[config.mk]
export PLATFORM = sky130hd
export DESIGN_NAME = fetch_queue
export DESIGN_NICKNAME = d
export VERILOG_FILES = /design/src/rtl/fetch_queue.sv
export SDC_FILE = /design/constraint.sdc
export NUM_CORES = 1
export LEC_CHECK = 0
export CORE_MARGIN = 5
export CORE_UTILIZATION = 50
export DETAILED_ROUTE_END_ITERATION = 8
export GPL_TIMING_DRIVEN = 0
export PLACE_DENSITY = 0.8
export SYNTH_ARGS = -nofsm -noshare
export SYNTH_HDL_FRONTEND = slang
export SYNTH_SLANG_ARGS = --single-unit
[constraint.sdc]
create_clock -name clk -period 8.5 [get_ports clk]
set_input_delay 1.7 -clock clk [delete_from_list [all_inputs] [get_ports clk]]
set_output_delay 1.7 -clock clk [all_outputs]
set_load 0.005 [all_outputs]
[src/rtl/fetch_queue.sv]
// Instruction fetch stage: sequential PC generation, single-outstanding ibus requests and a
// DEPTH-entry {pc,instr} FIFO toward decode. Optional FETCH_ALIGN_CHECK_EN adds misaligned-PC trapping.
package fetch_queue_pkg;
  typedef struct packed {
    logic        valid;
    logic [31:0] addr;
  } ibus_req_t;

  typedef struct packed {
    logic        addr_ok;
    logic        data_ok;
    logic [31:0] data;
  } ibus_resp_t;
endpackage

module fetch_queue
  import fetch_queue_pkg::*;
#(
  parameter int          DEPTH    = 4,
  parameter logic [31:0] RESET_PC = 32'hbfc0_0000
) (
  input  logic        clk,
  input  logic        resetn,
  input  logic        redirect_valid,
  input  logic [31:0] redirect_pc,
  output ibus_req_t   ireq,
  input  ibus_resp_t  iresp,
  output logic        out_valid,
  input  logic        out_ready,
  output logic [31:0] out_pc,
  output logic [31:0] out_instr
`ifdef FETCH_ALIGN_CHECK_EN
  ,
  output logic        out_adel
`endif
);

  localparam int AW = $clog2(DEPTH);
  localparam logic [AW:0] C_DEPTH = (AW + 1)'(DEPTH);

  typedef enum logic [1:0] {S_IDLE, S_ADDR, S_DATA, S_DROP} state_t;

  state_t        r_state;
  logic [31:0]   r_fetch_pc;
  logic          r_drop;
  logic          r_ireq_valid;
  logic [31:0]   r_ireq_addr;

  logic [31:0]   r_mem_pc    [DEPTH];
  logic [31:0]   r_mem_instr [DEPTH];
  logic [AW-1:0] r_rd_ptr;
  logic [AW-1:0] r_wr_ptr;
  logic [AW:0]   r_count;

  logic          w_bus_push;
  logic          w_push;
  logic          w_pop;
  logic          w_can_issue;
  logic [31:0]   w_push_instr;

`ifdef FETCH_ALIGN_CHECK_EN
  logic          r_mem_adel [DEPTH];
  logic          r_halt;
  logic          w_misaligned;
  logic          w_align_push;

  assign w_misaligned = (r_fetch_pc[1:0] != 2'b00);
  assign w_align_push = (r_state == S_IDLE) && !redirect_valid && w_misaligned &&
                        !r_halt && (r_count < C_DEPTH);
  assign w_can_issue  = (r_count < C_DEPTH) && !w_misaligned;
  assign w_push       = w_bus_push || w_align_push;
  assign w_push_instr = w_align_push ? 32'h0 : iresp.data;
  assign out_adel     = r_mem_adel[r_rd_ptr];
`else
  assign w_can_issue  = (r_count < C_DEPTH);
  assign w_push       = w_bus_push;
  assign w_push_instr = iresp.data;
`endif

  // A response only lands in the FIFO if no redirect arrives with it and it was not squashed.
  assign w_bus_push = !redirect_valid &&
                      (((r_state == S_ADDR) && iresp.addr_ok && iresp.data_ok && !r_drop) ||
                       ((r_state == S_DATA) && iresp.data_ok));
  assign w_pop      = out_valid && out_ready;

  assign ireq.valid = r_ireq_valid;
  assign ireq.addr  = r_ireq_addr;
  assign out_valid  = (r_count != '0);
  assign out_pc     = r_mem_pc[r_rd_ptr];
  assign out_instr  = r_mem_instr[r_rd_ptr];

  always_ff @(posedge clk) begin
    if (!resetn) begin
      r_state      <= S_IDLE;
      r_fetch_pc   <= RESET_PC;
      r_drop       <= 1'b0;
      r_ireq_valid <= 1'b0;
      r_ireq_addr  <= 32'h0;
`ifdef FETCH_ALIGN_CHECK_EN
      r_halt       <= 1'b0;
`endif
    end else begin
      case (r_state)
        S_IDLE: begin
          r_drop <= 1'b0;
          if (!redirect_valid && w_can_issue) begin
            r_state      <= S_ADDR;
            r_ireq_valid <= 1'b1;
            r_ireq_addr  <= r_fetch_pc;
          end
        end
        S_ADDR: begin
          if (iresp.addr_ok) begin
            r_ireq_valid <= 1'b0;
            if (iresp.data_ok) begin
              r_state <= S_IDLE;
              r_drop  <= 1'b0;
            end else if (r_drop || redirect_valid) begin
              r_state <= S_DROP;
            end else begin
              r_state <= S_DATA;
            end
          end
          if (redirect_valid && !(iresp.addr_ok && iresp.data_ok)) r_drop <= 1'b1;
        end
        S_DATA: begin
          if (iresp.data_ok) begin
            r_state <= S_IDLE;
            r_drop  <= 1'b0;
          end else if (redirect_valid) begin
            r_state <= S_DROP;
            r_drop  <= 1'b1;
          end
        end
        S_DROP: begin
          if (iresp.data_ok) begin
            r_state <= S_IDLE;
            r_drop  <= 1'b0;
          end
        end
        default: r_state <= S_IDLE;
      endcase

      if (w_bus_push) r_fetch_pc <= r_fetch_pc + 32'd4;
      if (redirect_valid) r_fetch_pc <= redirect_pc;

`ifdef FETCH_ALIGN_CHECK_EN
      // Once the error entry is queued, fetch stays parked until a redirect supplies a new PC.
      if (redirect_valid) r_halt <= 1'b0;
      else if (w_align_push) r_halt <= 1'b1;
`endif
    end
  end

  always_ff @(posedge clk) begin
    if (!resetn) begin
      r_rd_ptr <= '0;
      r_wr_ptr <= '0;
      r_count  <= '0;
      for (int i = 0; i < DEPTH; i++) begin
        r_mem_pc[i]    <= 32'h0;
        r_mem_instr[i] <= 32'h0;
`ifdef FETCH_ALIGN_CHECK_EN
        r_mem_adel[i]  <= 1'b0;
`endif
      end
    end else if (redirect_valid) begin
      r_rd_ptr <= '0;
      r_wr_ptr <= '0;
      r_count  <= '0;
    end else begin
      if (w_push) begin
        r_mem_pc[r_wr_ptr]    <= r_fetch_pc;
        r_mem_instr[r_wr_ptr] <= w_push_instr;
`ifdef FETCH_ALIGN_CHECK_EN
        r_mem_adel[r_wr_ptr]  <= w_align_push;
`endif
        r_wr_ptr <= r_wr_ptr + 1'b1;
      end
      if (w_pop) r_rd_ptr <= r_rd_ptr + 1'b1;
      case ({w_push, w_pop})
        2'b10:   r_count <= r_count + 1'b1;
        2'b01:   r_count <= r_count - 1'b1;
        default: r_count <= r_count;
      endcase
    end
  end

endmodule
# Yosys cells after proc, flatten, opt, wreduce, memory -nomap -nowiden
# Memory sizes are Yosys's and may differ from the RTL's. A register that Yosys moved wholly into a read port is not among the register bits.
# Index checks and enable logic that the tools add are counted.
dict set report totals {
  reg_bits 75
  ram_bits 256
  input_bits 70
  wordCells 88
  n_memories 2
}
dict set report classes {
  add_sub_neg 5
  magnitude_cmp 1
  eq_ne 10
  mux 35
  n_bitwise 1
  n_reduce_logical 26
}
# name words word_bits rd rd_clocked_by_memory_dff wr line
set mem_list {}
lappend mem_list {r_mem_instr 4 32 1 1 4 50} ;# logic [31:0] r_mem_instr [DEPTH];
lappend mem_list {r_mem_pc 4 32 1 1 4 49} ;# logic [31:0] r_mem_pc [DEPTH];
# op count
set op_table {}
lappend op_table {{$mux 32} 4}
lappend op_table {{$reduce_or 32->1} 2}
lappend op_table {{$add 32x3->32 const B} 1}
lappend op_table {{$mux 2} 12}
lappend op_table {{$mux 1} 15}
lappend op_table {{$logic_and 1x1->1} 9}
lappend op_table {{$pmux 2 s4} 1}
lappend op_table {{$eq 2x2->1 const B} 3}
lappend op_table {{$ne 2x2->1 const B} 3}
lappend op_table {{$pmux 3 s2} 1}
lappend op_table {{$reduce_bool 2->1} 3}
lappend op_table {{$add 2x1->2 const B} 2}
lappend op_table {{$eq 2x1->1 const B} 2}
lappend op_table {{$pmux 1 s4} 1}
lappend op_table {{$reduce_and 2->1} 2}
lappend op_table {{$reduce_and 4->1} 1}
lappend op_table {{$add 3x1->3 const B} 1}
lappend op_table {{$logic_not 1->1} 3}
lappend op_table {{$lt 3x3->1 const B} 1}
lappend op_table {{$ne 3x2->1 const B} 1}
lappend op_table {{$ne 3x3->1 const B} 1}
lappend op_table {{$reduce_and 3->1} 1}
lappend op_table {{$reduce_bool 3->1} 1}
lappend op_table {{$sub 3x1->3 const B} 1}
lappend op_table {{other kinds (5)} 6}

# Depth between registers and ports, before layout
# Gate-level depths: netlist of the first run.
dict set report depth {
  depth_word 12
  mapped_depth 11
  ltp_nobuf 10
}

# Worst setup path before layout of the first run
# No wires, ideal clock.
dict set report synth_timing {
  path_kind {input port to flip-flop}
  startpoint {input iresp[32] in the netlist's numbering}
  endpoint {memory r_mem_instr[0][0] (enable)}
  setup_ns 0.581
  arrival_time_ns 7.108
  required_ns 7.919
  path_slack_ns 0.812
  path_stages 5
  n_path_buf 1
  path_cell_list {clkbuf_1 -> o21ai_1 -> nor2_1 -> inv_1 -> o31ai_1}
}
# item line
set synth_rtl {}
lappend synth_rtl {{start: declaration} 27} ;# input ibus_resp_t iresp,
lappend synth_rtl {{end: declaration} 50}

==> results of run 1 <==
[worst min-delay path: cells and delay by family, from the launching register on]
| kind | cells | cell delay (ns) |
|---|---|---|
| simple gates | 1 | 0.05 |
| flops | 1 | 0.30 |
| compound gates | 1 | 0.05 |
[area by class of cell]
| type | instances | share of cell area (%) |
|---|---|---|
| Clock inverter | 13 | 0.6034 |
| Buffer | 79 | 1.699 |
| Timing Repair Buffer | 176 | 10.44 |
| Clock buffer | 49 | 5.375 |
| Multi-Input combinational cell | 640 | 27.85 |
| Tap cell | 384 | 2.663 |
| Sequential cell | 333 | 51.15 |
| Inverter | 10 | 0.2081 |
[sequential cells by signal, indices dropped and copies added (netlist names), named ones only]
signal and flops:
r_drop 1, r_ireq_valid 1, r_fetch_pc 32, r_mem_instr 128, r_mem_pc 128, r_wr_ptr 2, r_count 3, r_rd_ptr 2
r_ireq_addr 32, r_state 2
[per-stage QoR]
| step | worst slack [ns] | power, µW |
|---|---|---|
| finish | 3.461 | 3546 |
| global route | 3.174 | 3669 |
| CTS | 3.372 | 3574 |
| detailed placement | 3.033 | 2143 |
| global placement | -3.589 | 2136 |
| floorplan | 0.8117 | 1994 |
[cells by family (layout without fill, tap and decap cells)]
group	after synthesis	in the layout	share of synthesized area [%]
buffers and inverters	89	327	2.364
muxes	67	67	10.11
and+or+nand+nor	440	440	17.30
xor gates and xnor gates	29	29	1.745
adders and majority gates	3	3	0.3095
AOI/OAI and AO/OA	101	101	4.763
DFF	333	333	63.41
[worst min path at each step]
stage                                         endpoint  slack [ns]  cells past startpoint
after global placement    r_ireq_addr[14]$_SDFFE_PN0P_        0.44                      2
after detailed placement  r_ireq_addr[19]$_SDFFE_PN0P_        0.45                      2
after floorplan            r_ireq_addr[0]$_SDFFE_PN0P_        0.45                      2
final                     r_ireq_addr[23]$_SDFFE_PN0P_        0.45                      2
after global routing      r_ireq_addr[14]$_SDFFE_PN0P_        0.47                      2
after CTS                 r_ireq_addr[14]$_SDFFE_PN0P_        0.45                      2
[placed cells by master (no fill, tap or decap), types with 14 or more instances in the layout]
| cell type | Yosys | layout |
|---|---|---|
| edfxtp_1 | 256 | 256 |
| and2_1 | 254 | 254 |
| clkdlybuf4s50_1 | 0 | 166 |
| nand2_1 | 86 | 86 |
| clkbuf_1 | 66 | 77 |
| dfxtp_1 | 77 | 77 |
| mux4_2 | 64 | 64 |
| clkbuf_16 | 0 | 36 |
| a21boi_1 | 34 | 34 |
| nor2_1 | 23 | 23 |
| o21ai_0 | 22 | 20 |
| xor2_1 | 19 | 19 |
| a21oi_1 | 17 | 17 |
| nand3_1 | 14 | 14 |
[power by group]
part           internal (µW)  switching [µW]
Clock                    831             606
Sequential              1820            34.9
Combinational            131             126
[layer usage]
layer | up-vias | GRT usage, % | wire, µm
li1 | 4284 | - | -
met1 | 4463 | 28.20 | 14190
met2 | 306 | 35.46 | 17270
met3 | 36 | 4.380 | 2268
met4 | 0 | 3.842 | 386
met5 | - | 0 | 0
==> metrics.txt, run 1 <==
die extent in y 180.6 µm; CTS tree done; FP Rows 62; Initial Utilization 50.71%; router iterations before antenna repair 5; number of vias after detailed routing 9089; Synth area leaders edfxtp_1 (53%), and2_1 (11%), dfxtp_1 (11%); Final Cell Area 18040 µm²; crit path DAT 3.34 ns; FF-to-FF End r_mem_instr[2][17]$_SDFFCE_PN0P_; final setup fails 0; die area 32620 µm²; routability congestion estimate from global placement 0.9175; Slowest-stage cell, CP buf_1; Final nets 1348; Fin. Hold Viols 0; Detailed Place HPWL 23.11 mm; crit path max fanout 10; total negative slack 0 ns; RSZ-0062 raised after global routing false; ratio of final minimum period to clock period 59.28%; PortBufs 166; worst rel slew slack 28.61%; crit path time final 5.039 ns; slowest stage delay, CP 0.74 ns; Worst Path Buf+Inv 3; top post-synthesis cells by count edfxtp_1 (256), and2_1 (254), nand2_1 (86); pin count of the biggest net entering global routing 38; CP required 6.80 ns; Worst Hold Margin 0.4537 ns; Vias/cell 5.397; post-synthesis cell type count 52; Peak VDD IR 0.1299 mV; max cap viols 0; clock buffer depth 3; Total Routing Usage GR 20.82%; CTS Buf Count 35; Crit path depth 4; Power Density 196.6 nW/µm²; final non-filler cell total 1684; hold_buf cts 0; synthesis-to-finish area growth 23.96%; number of synthesized flops with an enable pin 256; placed instance count 1622; HP Class register to register; GR Overflow Total 0; clk slew on worst S/H paths 0.06 ns; clk_lat worst skew 0.51 ns; Leakage 0.006410 µW; first-pass GRT wire length 53.65 mm; final wirelength 34.12 mm; Post-DP Area 16960 µm²; Tightest Pin Transition 1.065 ns; share of layout cells above drive strength 1 10.62%; r2r startpoint r_state[0]$_SDFFE_PN0P_; post-route ant nets 0; fmax 0.1984 GHz; Post-Syn Area 14550 µm²; area of the multi-input gates 5025 µm²; most used flip-flop cell after synthesis edfxtp_1; number of fill cells 2179; post-layout util 62.86%; vias in the first global route 9318; crit-path cells clkbuf_1 > buf_1 > mux4_2 > clkdlybuf4s50_1; Critical Path Start Type register; htree depth 2; Die W 180.6 µm; WS Path Type register to output pin; top cell type's share of synthesized area 52.82%; Layout Skew 0.02129 ns; Avg WL per Cell 20.26 µm; FFs w/ async S/R, synth 0%; Syn Nets 1135; Post-CTS Setup Inserts 0; R2R depth 8; Root Buffer clkbuf_16; Mapped Cells 1062; core area 28700 µm²; Slew Viols, Final 0; sequential share of the synthesized area 63.41%; Ports 168; CTS Sinks 333; Crit path max-delay family buffers and inverters; most frequent cell after synthesis edfxtp_1; status completed; Yosys warnings 0; DRT iter0 DRCs 706; Worst setup EP type output pin; Critical Path Sink out_pc[10]; DRC 0; antenna violations before repair 0; Yosys reg bits 333; register-to-register setup slack 4.93 ns; ant diodes 0; HP Start r_ireq_addr[23]$_SDFFE_PN0P_; post-synthesis area per instance 13.70 µm²; PostCTS Resize Cnt 0; area leader, netlist edfxtp_1; register area 9229 µm²
No activity file was read; power rests on OpenSTA's default activity.
==> run 2, diff against run 1 <==
- clock period: 8.5 -> 4.96 ns (I/O delays scaled with it)
==> metrics.txt, run 2 (synthesis results as in run 1) <==
htree depth 2 (unchanged); CP required 3.97 ns (-2.83 ns); worst setup margin 0.5983 ns (-2.863 ns); PostCTS Resize Cnt 0 (unchanged); hold worst-path end r_ireq_addr[30]$_SDFFE_PN0P_; share of layout cells above drive strength 1 10.79% (+0.18 points); final wirelength 34.06 mm (-0.18%); most common cell after layout, fill and taps aside edfxtp_1; Fin. Hold Viols 0 (unchanged); die area 32620 µm² (unchanged); hold_buf cts 0 (unchanged); biggest regs r_mem_instr x128, r_mem_pc x128; status completed; antenna violations before repair 0 (unchanged); Sw Pwr 1313 µW (+71%); Clk pwr share 41.8% (+1.3 points); Slew Viols, Final 0 (unchanged); Layout Skew 0.02878 ns (+0.007492 ns); FP Rows 62 (unchanged); ant diodes 0 (unchanged); part of the power in registers 51.1% (-1.1 points); dpl ws 0.2488 ns (-2.784 ns); Die W 180.6 µm (unchanged); Detailed Place HPWL 23.22 mm (+0.50%); Final Cell Area 18120 µm² (+0.43%); most frequent cells in the layout edfxtp_1 (256), and2_1 (254), clkdlybuf4s50_1 (166); FF-to-FF End r_mem_instr[2][13]$_SDFFCE_PN0P_; number of vias after detailed routing 9235 (+1.6%); r2r startpoint r_state[0]$_SDFFE_PN0P_; post-route ant nets 0 (unchanged); clk slew on worst S/H paths 0.07 ns (about the same); core area 28700 µm² (unchanged); Power Density 342.6 nW/µm² (+74%); clock buffer depth 3 (unchanged); hold depth 2 (unchanged); Total Routing Usage GR 20.93% (+0.11 points); Sw Share 21.15% (-0.50 points); ratio of final minimum period to clock period 87.94%; crit path time final 4.362 ns; crit path DAT 3.37 ns (+0.03 ns); HP Class register to register; vias in the first global route 9567 (+2.7%); die extent in y 180.6 µm (unchanged); Leakage 0.006453 µW (+0.67%); Avg WL per Cell 20.26 µm (about the same); router iterations before antenna repair 6 (+1); first-pass GRT wire length 53.94 mm (+0.54%); Final nets 1348 (unchanged); Ports 168 (unchanged); GR Overflow Total 0 (unchanged); WS Path Type register to output pin; Root Buffer clkbuf_16; register-to-register setup slack 1.38 ns (-3.55 ns); HP Start r_ireq_addr[30]$_SDFFE_PN0P_; Initial Utilization 50.71% (unchanged); R2R depth 8 (unchanged); Post-CTS Setup Inserts 0 (unchanged); max cap viols 0 (unchanged); PortBufs 166 (unchanged); CTS Buf Count 35 (unchanged); Peak VDD IR 0.2217 mV (+71%); Post-DP Area 16980 µm² (+0.10%); final setup fails 0 (unchanged); worst rel slew slack 27.05% (-1.6 points); DRT iter0 DRCs 729 (+3.3%); synthesis-to-finish area growth 24.49%; Critical Path Start Type register; DRC 0 (unchanged); area of the multi-input gates 5025 µm² (unchanged); Tightest Pin Transition 1.067 ns (+0.001686 ns); register area 9229 µm² (unchanged); CTS tree done; crit path max fanout 10 (unchanged); CTS Sinks 333 (unchanged); pin count of the biggest net entering global routing 41 (+7.9%); internal power 4895 µW (+76%); number of fill cells 2132 (-2.2%); routability congestion estimate from global placement 0.8795 (-4.1%); Worst setup EP type output pin; combinational power share 7.1% (-0.2 points); Vias/cell 5.494 (+1.8%); fmax 0.2293 GHz; RSZ-0062 raised after global routing false; clk_lat worst skew 0.51 ns (about the same)
[run 2: changes by cell type in the layout (fill, tap and decap cells not counted), sizes merged]
cell / before / now
bufinv: 1 / 3
clkinvlp: 3 / 2
clkbuf: 115 / 110
clkinv: 8 / 9
[run 2: how the worst max path moves through the flow]
stage                   start                               end  slack, ns  cells after the start
finish               register                        out_pc[12]       0.60                      4
global route         register                        out_pc[17]       0.35                      4
CTS                  register                        out_pc[17]       0.48                      4
detailed placement  iresp[33]  r_mem_instr[2][15]$_SDFFCE_PN0P_       0.25                      8
global placement    iresp[33]      r_mem_instr[3][28]$_DFFE_PP_      -3.15                      5
floorplan           iresp[32]       r_mem_instr[3][0]$_DFFE_PP_      -0.30                      4
[run 2: area by class of cell]
class,instances,area share (%)
Sequential cell,333,50.94
Multi-Input combinational cell,640,27.73
Timing Repair Buffer,176,10.50
Clock buffer,44,5.421
Tap cell,384,2.652
Buffer,79,1.692
Clock inverter,15,0.8632
Inverter,10,0.2072
[run 2: per-layer routing]
layer  global-route usage, %  routed length (µm)
met1                   28.09               14180
met2                   35.42               16710
met3                   3.674                2282
met4                   6.019                 880
met5                       0                   0
[run 2: per-stage QoR]
| stage | TNS (ns) | hold WS [ns] | util [%] | power (µW) | instances |
|---|---|---|---|---|---|
| after CTS | 0 | 0.4573 | 63.13 | 6256 | 1681 |
| after global routing | 0 | 0.4762 | 63.13 | 6430 | 1681 |
| after floorplan | -37.92 | 0.4514 | - | 3411 | 1062 |
| final | 0 | 0.4536 | 63.13 | 6207 | 1681 |
| after global placement | -544.42 | 0.4427 | 58.22 | 3648 | 1612 |
| after detailed placement | 0 | 0.4478 | 59.16 | 3675 | 1622 |
[run 2: power by group through the flow]
stage | clock network [µW] | logic, µW | registers (µW)
floorplan | 0 | 195 | 3220
global placement | 0 | 411 | 3240
detailed placement | 0 | 445 | 3230
CTS | 2640 | 447 | 3170
global route | 2770 | 479 | 3180
finish | 2590 | 443 | 3170
[run 2: worst max-delay path: stages (launching register included)]
cell and delay, ns:
dfxtp_1 0.32, clkbuf_1 0.64, buf_1 0.73, mux4_2 0.61
clkdlybuf4s50_1 0.54
==> run 3, diff against run 2 <==
- CAP_MARGIN: not set -> 40
==> metrics.txt, run 3 (synthesis results as in run 1) <==
status completed; Vias/cell 5.436 (-1.0%); die extent in y 180.6 µm (unchanged); pin count of the biggest net entering global routing 41 (unchanged); ratio of final minimum period to clock period 87.17% (-0.77 points); clk_lat worst skew 0.51 ns (about the same); Worst Hold Margin 0.4533 ns (-0.0003220 ns); core area 28700 µm² (unchanged); max cap viols 0 (unchanged); R2R depth 8 (unchanged); final setup fails 0 (unchanged); PortBufs 166 (unchanged); HP Class register to register; area of the multi-input gates 5025 µm² (unchanged); first-pass GRT wire length 53.88 mm (-0.11%); Root Buffer clkbuf_16; FP Rows 62 (unchanged); Fin. Hold Viols 0 (unchanged); clk slew on worst S/H paths 0.06 ns (about the same); worst rel slew slack 40.04% (+13 points); most frequent cells in the layout edfxtp_1 (256), and2_1 (254), clkdlybuf4s50_1 (166); DRT iter0 DRCs 778 (+6.7%); total power draw 6082 µW (-2.0%); worst setup margin 0.6365 ns (+0.03820 ns); share of layout cells above drive strength 1 11.37% (+0.58 points); DRC 0 (unchanged); crit path time final 4.323 ns (-0.03820 ns); post-route ant nets 0 (unchanged); crit-path cells clkbuf_1 > buf_1 > mux4_2 > clkdlybuf4s50_1; crit path max fanout 10 (unchanged); antenna violations before repair 0 (unchanged); Post-CTS Setup Inserts 0 (unchanged); Peak VDD IR 0.1971 mV (-11%); number of vias after detailed routing 9209 (-0.28%); r2r startpoint r_state[0]$_SDFFE_PN0P_; Final nets 1358 (+0.74%); synthesis-to-finish area growth 24.70%; crit path DAT 3.33 ns (-0.04 ns); Detailed Place HPWL 23.40 mm (+0.78%); vias in the first global route 9559 (-0.084%); register area 9229 µm² (unchanged); HP Start r_ireq_addr[5]$_SDFFE_PN0P_; Layout Skew 0.02586 ns (-0.002921 ns); Worst setup EP type output pin; Avg WL per Cell 20.12 µm (-0.71%); Initial Utilization 50.71% (unchanged); RSZ-0062 raised after global routing false; dpl ws 0.8021 ns (+0.5533 ns); hold depth 2 (unchanged); Tightest Pin Transition 0.8911 ns (-0.1755 ns); Slew Viols, Final 0 (unchanged); routability congestion estimate from global placement 0.8795 (unchanged); Critical Path Start Type register; final wirelength 34.08 mm (about the same); fmax 0.2313 GHz (+0.88%); CTS tree done; WS Path Type register to output pin; biggest regs r_mem_instr x128, r_mem_pc x128; Power Density 335.1 nW/µm² (-2.2%); htree depth 2 (unchanged); Slowest-stage cell, CP buf_1; Die W 180.6 µm (unchanged); CTS Buf Count 35 (unchanged); hold_buf cts 0 (unchanged); CTS Sinks 333 (unchanged); CP required 3.97 ns (about the same); GR Overflow Total 0 (unchanged); most common cell after layout, fill and taps aside edfxtp_1; ant diodes 0 (unchanged); PostCTS Resize Cnt 0 (unchanged); die area 32620 µm² (unchanged); Total Routing Usage GR 20.88% (-0.052 points); total negative slack 0 ns (unchanged); number of fill cells 2102 (-1.4%); slowest stage delay, CP 0.73 ns (about the same); clock buffer depth 3 (unchanged); Leakage 0.006465 µW (+0.18%); router iterations before antenna repair 6 (unchanged); Ports 168 (unchanged)
run 3: changes by cell type in the layout (fill, tap and decap cells not counted), sizes merged:
cell and change:
clkbuf +1, clkinvlp +3, clkinv +1, buf +10, bufinv -2
run 3: worst paths after layout:
kind	slack (ns)	end
min	0.45	r_ireq_addr[5]$_SDFFE_PN0P_
max	0.64	out_pc[7]
max reg2reg	1.90	r_mem_instr[2][16]$_SDFFCE_PN0P_
min reg2reg	0.45	r_ireq_addr[5]$_SDFFE_PN0P_
run 3: through the flow:
stage / instances / util, % / instance area (µm²)
3_3_place_gp: 1612 / 58.22 / 16710
6_report: 1694 / 63.23 / 18150
3_5_place_dp: 1630 / 59.39 / 17050
4_1_cts: 1692 / 63.16 / 18130
2_1_floorplan: 1062 / - / 14570
5_1_grt: 1694 / 63.23 / 18150
run 3: worst max-delay path: cells and delay by family (launching register included):
family	cells	cell delay, ns
mux	1	0.63
buf+inv	3	1.87
flops	1	0.32
run 3: power by group:
group          total, µW  internal [µW]  switching (µW)
Combinational        444            227             216
Sequential          3170           3110            60.0
Clock               2470           1420            1050
run 3: final cells by class:
| class | count | share of cell area [%] |
|---|---|---|
| timing repair buffer | 186 | 10.94 |
| buffer | 79 | 1.689 |
| inverter | 10 | 0.2068 |
| clock buffer | 45 | 5.267 |
| sequential | 333 | 50.85 |
| clock inverter | 17 | 0.7101 |
| tap | 384 | 2.647 |
| multi-input combinational | 640 | 27.69 |
run 3: metal layers:
layer / global-route usage (%) / part of all wire (%)
met1: 27.51 / 42
met2: 36.19 / 50
met3: 3.734 / 5.8
met4: 5.324 / 2.2
met5: 0 / 0
